### config.mk
export PLATFORM = sky130hd
export DESIGN_NAME = csum_check_multi_flat
export DESIGN_NICKNAME = d
export VERILOG_FILES = /design/src/rtl/csum_pkg.sv /design/src/rtl/csum_check_multi_if.sv /design/src/rtl/csum_result_fifo.sv /design/src/rtl/csum_check_multi.sv /design/src/flat_wrapper.sv
export SDC_FILE = /design/constraint.sdc
export NUM_CORES = 1
export LEC_CHECK = 0
export CAP_MARGIN = 20
export CORE_MARGIN = 5
export CORE_UTILIZATION = 50
export CTS_BUF_LIST = sky130_fd_sc_hd__clkbuf_4
export DETAILED_ROUTE_END_ITERATION = 16
export DONT_BUFFER_PORTS = 1
export GPL_TIMING_DRIVEN = 0
export PLACE_DENSITY_LB_ADDON = 0.12
export SETUP_SLACK_MARGIN = 0.4
export SYNTH_ARGS = -nofsm -noshare
export SYNTH_HDL_FRONTEND = slang
export SYNTH_SLANG_ARGS = --single-unit
### constraint.sdc
create_clock -name clk -period 12.5 [get_ports clk]
set_input_delay 1.25 -clock clk [delete_from_list [all_inputs] [get_ports clk]]
set_output_delay 1.25 -clock clk [all_outputs]
set_load 0.1 [all_outputs]
### src/rtl/csum_pkg.sv
// Shared types and arithmetic helpers for the packet checksum checker.
package csum_pkg;

    typedef struct packed {
        logic        match;
        logic        short_pkt;
        logic [15:0] expected;
        logic [15:0] computed;
    } csum_result_t;

    // Derived geometry, evaluated from each instance's own parameters.
    function automatic int csum_lanes(input int data_w);
        return data_w / 16;
    endfunction

    function automatic int csum_beat_cnt_w(input int csum_beat);
        return $clog2(csum_beat + 2);
    endfunction

    // Two end-around-carry folds are enough to bring any 32-bit sum to 16 bits.
    function automatic logic [15:0] csum_fold(input logic [31:0] a);
        logic [16:0] s1;
        logic [15:0] s2;
        s1 = {1'b0, a[15:0]} + {1'b0, a[31:16]};
        s2 = s1[15:0] + {15'h0, s1[16]};
        return s2;
    endfunction

    function automatic logic [15:0] byte_swap16(input logic [15:0] a);
        return {a[7:0], a[15:8]};
    endfunction

endpackage

### src/rtl/csum_check_multi_if.sv
// Tapped stream beat bus plus the verdict valid/ready port of the checksum checker.
interface csum_check_multi_if #(
    parameter int DATA_W = 64
);
    logic                  s_axi_valid;
    logic [DATA_W-1:0]     s_axi_data;
    logic [DATA_W/8-1:0]   s_axi_keep;
    logic                  s_axi_last;
    logic                  s_axi_ready;

    logic                  m_res_valid;
    logic                  m_res_ready;
    logic                  m_res_match;
    logic                  m_res_short;
    logic [15:0]           m_res_expected;
    logic [15:0]           m_res_computed;

    modport master (
        output s_axi_valid, s_axi_data, s_axi_keep, s_axi_last, s_axi_ready,
        output m_res_ready,
        input  m_res_valid, m_res_match, m_res_short, m_res_expected, m_res_computed
    );

    modport slave (
        input  s_axi_valid, s_axi_data, s_axi_keep, s_axi_last, s_axi_ready,
        input  m_res_ready,
        output m_res_valid, m_res_match, m_res_short, m_res_expected, m_res_computed
    );
endinterface

### src/rtl/csum_result_fifo.sv
// Synchronous first-word-fall-through FIFO of checksum verdicts.
// Latency: a push is visible at the head one cycle later (no bypass).
// Backpressure: a push while full is refused unless a pop happens in the same cycle.
module csum_result_fifo
    import csum_pkg::*;
#(
    parameter int DEPTH = 16
) (
    input  logic         clk,
    input  logic         areset,
    input  logic         push,
    input  csum_result_t push_dat,
    output logic         full,
    input  logic         pop,
    output logic         empty,
    output csum_result_t head
);
    localparam int AW = $clog2(DEPTH);

    csum_result_t mem [DEPTH];
    logic [AW:0]  wr_ptr;
    logic [AW:0]  rd_ptr;
    logic         do_pop;
    logic         do_push;

    assign empty   = (wr_ptr == rd_ptr);
    assign full    = (wr_ptr[AW] != rd_ptr[AW]) && (wr_ptr[AW-1:0] == rd_ptr[AW-1:0]);
    assign do_pop  = pop & ~empty;
    assign do_push = push & (~full | do_pop);

    always_ff @(posedge clk) begin
        if (areset) begin
            wr_ptr <= '0;
            rd_ptr <= '0;
        end else begin
            if (do_push) wr_ptr <= wr_ptr + 1'b1;
            if (do_pop)  rd_ptr <= rd_ptr + 1'b1;
        end
    end

    always_ff @(posedge clk) begin
        if (do_push) mem[wr_ptr[AW-1:0]] <= push_dat;
    end

    // Storage is not reset, so the head is forced to zero while empty.
    assign head = empty ? '0 : mem[rd_ptr[AW-1:0]];

endmodule

### src/rtl/csum_check_multi.sv
// Passive per-packet ones-complement checksum checker tapping a beat stream.
// Latency: verdict written at T+2 after the last-beat handshake, visible at T+3.
// Backpressure: never stalls the stream; verdicts arriving at a full FIFO are dropped and counted.
module csum_check_multi
    import csum_pkg::*;
#(
    parameter int DATA_W     = 64,
    parameter int CSUM_BEAT  = 6,
    parameter int CSUM_LANE  = 1,
    parameter bit SWAP_BYTES = 1'b1,
    parameter int FIFO_DEPTH = 16,
    parameter int CNT_W      = 64
) (
    input  logic             clk,
    input  logic             areset,
    csum_check_multi_if.slave bus,
    output logic             pkt_err,
    input  logic             clr_cnt,
    output logic [CNT_W-1:0] good_cnt,
    output logic [CNT_W-1:0] bad_cnt,
    output logic [CNT_W-1:0] drop_cnt
);
    localparam int LANES      = csum_lanes(DATA_W);
    localparam int BEAT_CNT_W = csum_beat_cnt_w(CSUM_BEAT);
    localparam logic [BEAT_CNT_W-1:0] BEAT_CS  = BEAT_CNT_W'(CSUM_BEAT);
    localparam logic [BEAT_CNT_W-1:0] BEAT_SAT = BEAT_CNT_W'(CSUM_BEAT + 1);

    typedef enum logic {IDLE, IN_PKT} state_t;

    state_t                state;
    logic [BEAT_CNT_W-1:0] bcnt;
    logic [31:0]           acc;
    logic [15:0]           exp_q;

    logic                  beat_acc;
    logic                  first;
    logic                  at_cs;
    logic [DATA_W-1:0]     masked;
    logic [31:0]           beat_sum;
    logic [15:0]           cs_word;
    logic [32:0]           acc_sum;
    logic [31:0]           acc_next;
    logic [15:0]           exp_next;
    logic [15:0]           fold_inv;
    logic [15:0]           computed_c;
    logic                  short_c;

    assign beat_acc = bus.s_axi_valid & bus.s_axi_ready;
    assign first    = (state == IDLE);
    assign at_cs    = (bcnt == BEAT_CS);

    always_comb begin
        masked   = '0;
        beat_sum = '0;
        for (int b = 0; b < DATA_W/8; b++) begin
            masked[8*b +: 8] = bus.s_axi_keep[b] ? bus.s_axi_data[8*b +: 8] : 8'h00;
        end
        cs_word = masked[16*CSUM_LANE +: 16];
        for (int i = 0; i < LANES; i++) begin
            if (!(at_cs && i == CSUM_LANE)) beat_sum = beat_sum + {16'h0, masked[16*i +: 16]};
        end
    end

    // Carry out of the running sum is wrapped back in so long packets stay exact.
    assign acc_sum    = {1'b0, acc} + {1'b0, beat_sum};
    assign acc_next   = first ? beat_sum : (acc_sum[31:0] + {31'h0, acc_sum[32]});
    assign exp_next   = at_cs ? cs_word : (first ? 16'h0 : exp_q);
    assign fold_inv   = ~csum_fold(acc_next);
    assign computed_c = SWAP_BYTES ? byte_swap16(fold_inv) : fold_inv;
    assign short_c    = (bcnt < BEAT_CS);

    always_ff @(posedge clk) begin
        if (areset) begin
            state <= IDLE;
            bcnt  <= '0;
            acc   <= '0;
            exp_q <= '0;
        end else if (beat_acc) begin
            acc   <= acc_next;
            exp_q <= exp_next;
            if (bus.s_axi_last) begin
                state <= IDLE;
                bcnt  <= '0;
            end else begin
                state <= IN_PKT;
                if (bcnt != BEAT_SAT) bcnt <= bcnt + 1'b1;
            end
        end
    end

    logic         s1_vld;
    logic [15:0]  s1_comp;
    logic [15:0]  s1_exp;
    logic         s1_short;
    logic         s1_match;
    logic         s2_vld;
    csum_result_t s2_res;

    assign s1_match = !s1_short && (s1_exp == s1_comp);

    always_ff @(posedge clk) begin
        if (areset) begin
            s1_vld   <= 1'b0;
            s1_comp  <= '0;
            s1_exp   <= '0;
            s1_short <= 1'b0;
            s2_vld   <= 1'b0;
            s2_res   <= '0;
            pkt_err  <= 1'b0;
        end else begin
            s1_vld <= beat_acc & bus.s_axi_last;
            if (beat_acc && bus.s_axi_last) begin
                s1_comp  <= computed_c;
                s1_exp   <= exp_next;
                s1_short <= short_c;
            end
            s2_vld  <= s1_vld;
            pkt_err <= s1_vld & ~s1_match;
            if (s1_vld) begin
                s2_res.match     <= s1_match;
                s2_res.short_pkt <= s1_short;
                s2_res.expected  <= s1_exp;
                s2_res.computed  <= s1_comp;
            end
        end
    end

    logic         fifo_full;
    logic         fifo_empty;
    logic         res_pop;
    csum_result_t head;

    assign res_pop = ~fifo_empty & bus.m_res_ready;

    csum_result_fifo #(.DEPTH(FIFO_DEPTH)) u_fifo (
        .clk      (clk),
        .areset   (areset),
        .push     (s2_vld),
        .push_dat (s2_res),
        .full     (fifo_full),
        .pop      (res_pop),
        .empty    (fifo_empty),
        .head     (head)
    );

    assign bus.m_res_valid    = ~fifo_empty;
    assign bus.m_res_match    = head.match;
    assign bus.m_res_short    = head.short_pkt;
    assign bus.m_res_expected = head.expected;
    assign bus.m_res_computed = head.computed;

    function automatic logic [CNT_W-1:0] sat_inc(input logic [CNT_W-1:0] c, input logic inc);
        return (inc && c != '1) ? c + 1'b1 : c;
    endfunction

    always_ff @(posedge clk) begin
        if (areset || clr_cnt) begin
            good_cnt <= '0;
            bad_cnt  <= '0;
            drop_cnt <= '0;
        end else begin
            good_cnt <= sat_inc(good_cnt, s2_vld &  s2_res.match);
            bad_cnt  <= sat_inc(bad_cnt,  s2_vld & ~s2_res.match);
            drop_cnt <= sat_inc(drop_cnt, s2_vld & fifo_full & ~res_pop);
        end
    end

endmodule

### src/flat_wrapper.sv
// flat-port wrapper written by rule: the top's interface ports become plain ports
module csum_check_multi_flat import csum_pkg::*;
#(
    parameter int DATA_W     = 64,
    parameter int CSUM_BEAT  = 6,
    parameter int CSUM_LANE  = 1,
    parameter bit SWAP_BYTES = 1'b1,
    parameter int FIFO_DEPTH = 16,
    parameter int CNT_W      = 64
)
  (clk, areset, pkt_err, clr_cnt, good_cnt, bad_cnt, drop_cnt, bus_s_axi_valid, bus_s_axi_data, bus_s_axi_keep, bus_s_axi_last, bus_s_axi_ready, bus_m_res_ready, bus_m_res_valid, bus_m_res_match, bus_m_res_short, bus_m_res_expected, bus_m_res_computed);
  csum_check_multi_if #(.DATA_W(DATA_W)) bus_i ();
  input  logic clk;
  input  logic areset;
  output logic pkt_err;
  input  logic clr_cnt;
  output logic [CNT_W-1:0] good_cnt;
  output logic [CNT_W-1:0] bad_cnt;
  output logic [CNT_W-1:0] drop_cnt;
  input wire logic [$bits(bus_i.s_axi_valid)-1:0] bus_s_axi_valid;
  input wire logic [$bits(bus_i.s_axi_data)-1:0] bus_s_axi_data;
  input wire logic [$bits(bus_i.s_axi_keep)-1:0] bus_s_axi_keep;
  input wire logic [$bits(bus_i.s_axi_last)-1:0] bus_s_axi_last;
  input wire logic [$bits(bus_i.s_axi_ready)-1:0] bus_s_axi_ready;
  input wire logic [$bits(bus_i.m_res_ready)-1:0] bus_m_res_ready;
  output wire logic [$bits(bus_i.m_res_valid)-1:0] bus_m_res_valid;
  output wire logic [$bits(bus_i.m_res_match)-1:0] bus_m_res_match;
  output wire logic [$bits(bus_i.m_res_short)-1:0] bus_m_res_short;
  output wire logic [$bits(bus_i.m_res_expected)-1:0] bus_m_res_expected;
  output wire logic [$bits(bus_i.m_res_computed)-1:0] bus_m_res_computed;
  assign bus_i.s_axi_valid = bus_s_axi_valid;
  assign bus_i.s_axi_data = bus_s_axi_data;
  assign bus_i.s_axi_keep = bus_s_axi_keep;
  assign bus_i.s_axi_last = bus_s_axi_last;
  assign bus_i.s_axi_ready = bus_s_axi_ready;
  assign bus_i.m_res_ready = bus_m_res_ready;
  assign bus_m_res_valid = bus_i.m_res_valid;
  assign bus_m_res_match = bus_i.m_res_match;
  assign bus_m_res_short = bus_i.m_res_short;
  assign bus_m_res_expected = bus_i.m_res_expected;
  assign bus_m_res_computed = bus_i.m_res_computed;
  csum_check_multi #(.DATA_W(DATA_W), .CSUM_BEAT(CSUM_BEAT), .CSUM_LANE(CSUM_LANE), .SWAP_BYTES(SWAP_BYTES), .FIFO_DEPTH(FIFO_DEPTH), .CNT_W(CNT_W)) u_core (.clk(clk), .areset(areset), .bus(bus_i), .pkt_err(pkt_err), .clr_cnt(clr_cnt), .good_cnt(good_cnt), .bad_cnt(bad_cnt), .drop_cnt(drop_cnt));
endmodule
==> flow_summary.yaml, run 1 <==
critical_path:
  max_stage_delay_ns: 0.54
  critPathArrivalTime_ns: 12.62
  slowest_stage: "fa_1"
  required_ns: 13.42
  critPathKind: "in2reg"
  crit_path_end_kind: "flip-flop"
  cp-start-kind: "primary input"
  critPathMostFrequentCell: "ha_1"
  critPathMaxFanout: 10
die:
  io_pins: 307
  dieHeight_um: 295
  die_width_um: 295
  fp.coreArea_um2: 80500
  die_area_um2: 87100
  rows: 104
  initial_core_util_pct: 50.5
sta:
  fin_crit_sh_pct: 93.6
  relSlewSlack_pct: 19.1
  finalSetupTns_ns: 0
  fin_crit_ns: 11.71
  worstMarginPinSlew_ns: 1.21
  rsz0062_at_grt: "no"
  slew_viol_final: 0
  finalSetupViolations: 0
  maxClockFrequency_mhz: 85.4
  fin_worst_skew_ns: 0.0831
  hold_viol: 0
  hold_ws_ns: 0.460
routing:
  drc_errors: 0
  dr.pass1.iters: 5
  route.detailed.wl_per_inst_um: 22.5
  num_vias: 28800
  drtAntennaViolNets: 0
  routed_wl_mm: 111
  via_per_inst: 5.86
  drtIter0Drc: 2031
yosys:
  synth.distinct_cells: 90
  yosys_register_bits: 872
  synth_fp_nets: 3563
  synthCells: 3388
  ys.flop_type: "edfxtp_1"
  yosysSeqAreaShare_pct: 56.3
  synth_area_um2: 40700
  syn_area_per_cell_um2: 12.0
  synth_edf_count: 544
  yosysWarnings: 0
  async_flop_share_pct: 0
clock_network:
  cts_num_sinks: 872
  htreeDepth: 4
  root_buffer: "clkbuf_4"
  cts_tree: "yes"
  clock_latency_ns: 1.04
  cts_buffers: 219
  postCtsHoldBufs: 0
  clk_pin_slew_ns: 0.06
  clockBufferDepth: 3
outcome:
  status: "complete, no violations"
power:
  leakage_nw: 15.7
  ir_drop_v: 0.0000931
  power_density_nw_per_um2: 141
placement:
  gp_congestion: 0.904
  dp.cells: 4489
  place_hpwl_mm: 80.1
  port_buffers: 0
cells_and_area:
  nFillCells: 6553
  final_cell_count_no_fill: 4914
  syn2layout_area_growth_pct: 15.5
  drive_gt1_share_pct: 19.1
  finalNetCount: 3856
grt:
  grt_pass1_wl_mm: 169
  gr-total-overflow: 0
  grt_max_degree: 25
  grt_pass1_vias: 29500
  antenna_found_initial: 9
  grtUsageTotal_pct: 25.0
job:
  maxCapViolations: 0
worst_hold_path:
  hp-class: "reg2reg"
-- what timing repair did --
action | CTS | global route
pin swaps | 8 | 27
buffers inserted | 6 | 10
setup endpoints to repair | 16 | 16
gates resized for setup | 49 | 66
-- power breakdown --
part	internal, mW	switching, mW	leakage [nW]	total (mW)
registers	3.05	0.0245	7.69	3.07
logic	0.436	0.725	6.28	1.16
clock network	1.25	1.14	1.68	2.39
-- per-stage QoR --
stage | power, mW | worst slack, ns | area (um2) | utilization [%]
floorplan | 3.92 | 0.447 | 40700 | -
detailed placement | 4.18 | -2.65 | 43300 | 53.7
global route | 6.94 | 0.387 | 47000 | 58.3
finish | 6.62 | 0.795 | 47000 | 58.3
global placement | 4.14 | -2.12 | 42000 | 52.1
CTS | 6.61 | 0.411 | 46300 | 57.5
-- final timing paths --
path / start / endpoint / slack [ns] / depth (start not counted)
setup / recovery: bus_s_axi_keep[0] / u_core.s1_comp[6] / 0.79 / 57
hold / removal: u_core.acc[12] / u_core.acc[12] / 0.46 / 2
setup reg to reg: u_core.bcnt[0] / u_core.s1_comp[6] / 0.98 / 52
hold reg to reg: u_core.acc[12] / u_core.acc[12] / 0.46 / 2
-- layout by cell type (no fill, tap or decap), types with 38 or more instances in the layout --
cell	synthesis	final
clkinv_1	0	39
nand2_1	235	233
xor2_1	138	138
o21ai_0	84	71
clkbuf_4	0	334
nor3_1	51	42
xnor2_1	139	132
and2_1	60	60
nor2b_1	47	47
and3_1	65	62
a21oi_1	146	135
or3_1	39	38
mux2i_1	80	79
inv_1	100	100
nor2_1	362	348
mux4_2	136	136
clkbuf_1	135	133
nand4_1	68	68
ha_1	76	68
a211oi_1	115	79
edfxtp_1	544	544
dfxtp_1	328	328
nand3_1	120	119
-- registers in the layout, indices dropped and copies added (netlist names), 3 cells and up, named ones only --
signal	count
u_core.s1_exp	16
u_core.s2_res	34
u_core.exp_q	16
u_core.bad_cnt	64
u_core.u_fifo.mem	544
u_core.s1_comp	16
u_core.u_fifo.wr_ptr	5
u_core.u_fifo.rd_ptr	5
u_core.acc	32
u_core.drop_cnt	64
u_core.bcnt	3
u_core.good_cnt	64
-- per-layer routing --
layer / GRT usage [%] / wire length, um / vias up
met5: 0 / 26 / -
met4: 8.24 / 3300 / 4
met3: 5.20 / 6410 / 218
met2: 43.4 / 56100 / 947
met1: 31.4 / 44800 / 14400
li1: - / - / 13300
-- Yosys cell counts (7+ instances only) --
library cell  count  area, um2
and2_1           60        375
xnor2_1         139       1220
nand4_1          68        425
a21o_1           22        165
inv_1           100        375
and4_1           25        219
nor2b_1          47        294
mux4_2          136       3060
and3_1           65        407
o211ai_1         10       75.1
nor4_1           27        169
mux2i_1          80        801
dfxtp_1         328       6570
nand3_1         120        601
ha_1             76        951
o31ai_1          10       75.1
a211oi_1        115        863
mux2_2            7       78.8
nor3_1           51        255
a31oi_1          17        106
a21oi_1         146        731
nor3b_1          10       75.1
nand2b_1         11       68.8
xor2_1          138       1210
o21a_1            9       67.6
clkbuf_1        135        507
buf_1            17       63.8
or2_2            13       81.3
or3_1            39        244
fa_1             20        400
nand2_1         235        882
or4_1             8       60.1
nor2_1          362       1360
edfxtp_1        544      16300
o21ai_0          84        420
-- worst max-delay path, delay by kind of cell --
family	cells	cell delay [ns]
compound gates	18	3.20
xor+xnor	2	0.33
fa+ha+maj	11	3.10
buf+inv	7	0.87
simple gates	19	3.84
-- logic make-up after synthesis --
logic type	share of synthesized area (%)
and+or+nand+nor	14.3
adders and majority gates	3.35
AOI/OAI and AO/OA	7.94
buffers and inverters	2.45
DFF	56.3
xor gates and xnor gates	5.97
muxes	9.70
-- cell type report --
type / instances / area (um2) / area share, %
Sequential cell: 872 / 22900 / 48.8
Multi-Input combinational cell: 2256 / 17800 / 37.9
Clock buffer: 331 / 2480 / 5.29
Tap cell: 1060 / 1330 / 2.82
Timing Repair Buffer: 72 / 1100 / 2.34
Buffer: 160 / 639 / 1.36
Inverter: 100 / 375 / 0.799
Clock inverter: 58 / 330 / 0.703
Antenna cell: 5 / 12.5 / 0.0266
Note: power is estimated with default switching activity, not from simulation.
==> run 2: changes to the inputs <==
--- a/config.mk
+++ b/config.mk
@@ -12,3 +12,2 @@
 export DETAILED_ROUTE_END_ITERATION = 16
-export DONT_BUFFER_PORTS = 1
 export GPL_TIMING_DRIVEN = 0
@@ -19 +18,2 @@
 export SYNTH_SLANG_ARGS = --single-unit
+export TNS_END_PERCENT = 5
--- a/constraint.sdc
+++ b/constraint.sdc
@@ -3,2 +3,2 @@
 set_output_delay 1.25 -clock clk [all_outputs]
-set_load 0.1 [all_outputs]
+set_load 0.02 [all_outputs]
==> run 2 against run 1 <==
Compared with the run above:
- fmax decreased by 0.97%
- setup slack got worse by 0.11 ns
- die area unchanged
- count of clock-buffer cells in the layout decreased by 3
- combinational power about the same
- wire length decreased by 2.6%
- critical endpoint unchanged
- largest cell class unchanged
==> flow_summary.yaml, run 2 (same netlist as run 1, synthesis figures left out) <==
critical_path:
  max_stage_delay_ns: 0.56
  rrSetupSlack_ns: 1.22
  required_ns: 13.32
  cp-start-kind: "primary input"
  critPathKind: "in2reg"
  crit_path_end_kind: "flip-flop"
  critical_path_buf_inv_count: 7
  critPathArrivalTime_ns: 12.64
  critPathMostFrequentCell: "a21o_1"
  critPathTopFamily: "simple AND/OR/NAND/NOR gates"
  critPathMaxFanout: 10
  slowest_stage: "or4_4"
die:
  die_area_um2: 87100
  initial_core_util_pct: 50.5
  dieHeight_um: 295
  rows: 104
  fp.coreArea_um2: 80500
  die_width_um: 295
  io_pins: 307
routing:
  drc_errors: 0
  dr.pass1.iters: 5
  drtAntennaViolNets: 0
  via_per_inst: 5.62
  num_vias: 29400
  route.detailed.wl_per_inst_um: 20.6
  routed_wl_mm: 108
  drtIter0Drc: 1768
sta:
  relSlewSlack_pct: 22.1
  rsz0062_at_grt: "yes"
  finalWorstSetupSlack_ns: 0.680
  fin_worst_skew_ns: 0.0812
  fin_crit_sh_pct: 94.6
  finalSetupViolations: 0
  worstMarginPinSlew_ns: 1.17
  slew_viol_final: 0
  fin_crit_ns: 11.82
  hold_viol: 0
  maxClockFrequency_mhz: 84.6
clock_network:
  cts_tree: "yes"
  cts_buffers: 219
  cts_num_sinks: 872
  clk_pin_slew_ns: 0.06
  clockBufferDepth: 3
  clock_latency_ns: 1.05
  root_buffer: "clkbuf_4"
  htreeDepth: 4
placement:
  place_hpwl_mm: 77.3
  place_worst_setup_slack_ns: -2.80
  dpl_cell_area_um2: 45600
  gp_congestion: 0.889
  port_buffers: 303
power:
  total_power_mw: 6.71
  leakage_nw: 16.7
  p_clk_share_pct: 36.9
  power_density_nw_per_um2: 136
  combinationalPowerShare_pct: 17.3
  sequentialPowerShare_pct: 45.7
  cell_internal_pwr_mw: 4.84
  netSwitchingPower_mw: 1.87
  swShare_pct: 27.9
  ir_drop_v: 0.000103
cells_and_area:
  seqCellArea_um2: 22900
  layout_common_cells: "544 x edfxtp_1, 349 x nor2_1, 330 x clkbuf_4, 328 x dfxtp_1, 302 x clkdlybuf4s50_1"
  multi_input_area_um2: 17400
  syn2layout_area_growth_pct: 21.7
  layout_commonest_cell: "edfxtp_1"
  nFillCells: 6566
  finalNetCount: 4151
  drive_gt1_share_pct: 17.3
  largest_reg_flops: 544
  stdcell_area_um2: 49500
grt:
  antenna_found_initial: 6
  grt_pass1_wl_mm: 166
  grtUsageTotal_pct: 24.4
  gr-total-overflow: 0
  grt_pass1_vias: 28900
  grt_max_degree: 25
outcome:
  status: "complete, no violations"
worst_hold_path:
  hp-class: "reg2reg"
job:
  maxCapViolations: 0
## run 2: area by class of cell
type	count	share of cell area [%]
Antenna cell	8	0.0405
Buffer	160	1.33
Clock buffer	328	4.98
Clock inverter	73	0.979
Inverter	100	0.759
Multi-Input combinational cell	2256	35.3
Sequential cell	872	46.3
Tap cell	1060	2.68
Timing Repair Buffer	367	7.68
## run 2: what timing repair did
action	in CTS	in global routing
hold buffers	0	0
buffers inserted	13	17
pin swaps	20	41
resized for setup	69	72
endpoints found under the setup margin	16	16
## run 2: worst min-delay path, cell delays in order (launching register included)
cell     delay, ns
dfxtp_1       0.31
nand2_1       0.05
a21oi_1       0.05
## run 2: layer usage
metal | routed length, um | global-route usage, % | vias up
met3 | 5500 | 3.94 | 151
met1 | 45600 | 32.3 | 14400
met4 | 2290 | 7.11 | 2
li1 | - | - | 13900
met2 | 54300 | 41.9 | 874
met5 | 13 | 0 | -
## run 2: path summary, 6_finish.rpt
check | startpoint | end | cells past startpoint
min reg2reg | u_core.acc[10] | u_core.acc[10] | 2
max | bus_s_axi_keep[0] | u_core.s1_comp[6] | 56
min | u_core.acc[10] | u_core.acc[10] | 2
max reg2reg | u_core.bcnt[0] | u_core.s1_comp[6] | 50
## run 2: power groups by stage
stage	logic (mW)	clock network (mW)	registers (mW)
after floorplan	0.775	0	3.12
after global placement	1.03	0	3.13
after detailed placement	1.04	0	3.13
after CTS	1.10	2.55	3.07
after global routing	1.28	2.71	3.07
final	1.16	2.48	3.07
## run 2: metrics by stage
| stage | hold slack, ns | cells | TNS, ns | util, % |
|---|---|---|---|---|
| finish | 0.464 | 5224 | 0 | 61.4 |
| detailed placement | 0.456 | 4780 | -38.54 | 56.6 |
| CTS | 0.465 | 5194 | 0 | 60.7 |
| global route | 0.482 | 5222 | 0 | 61.4 |
| global placement | 0.453 | 4751 | -36.49 | 55.9 |
| floorplan | 0.441 | 3388 | 0 | - |
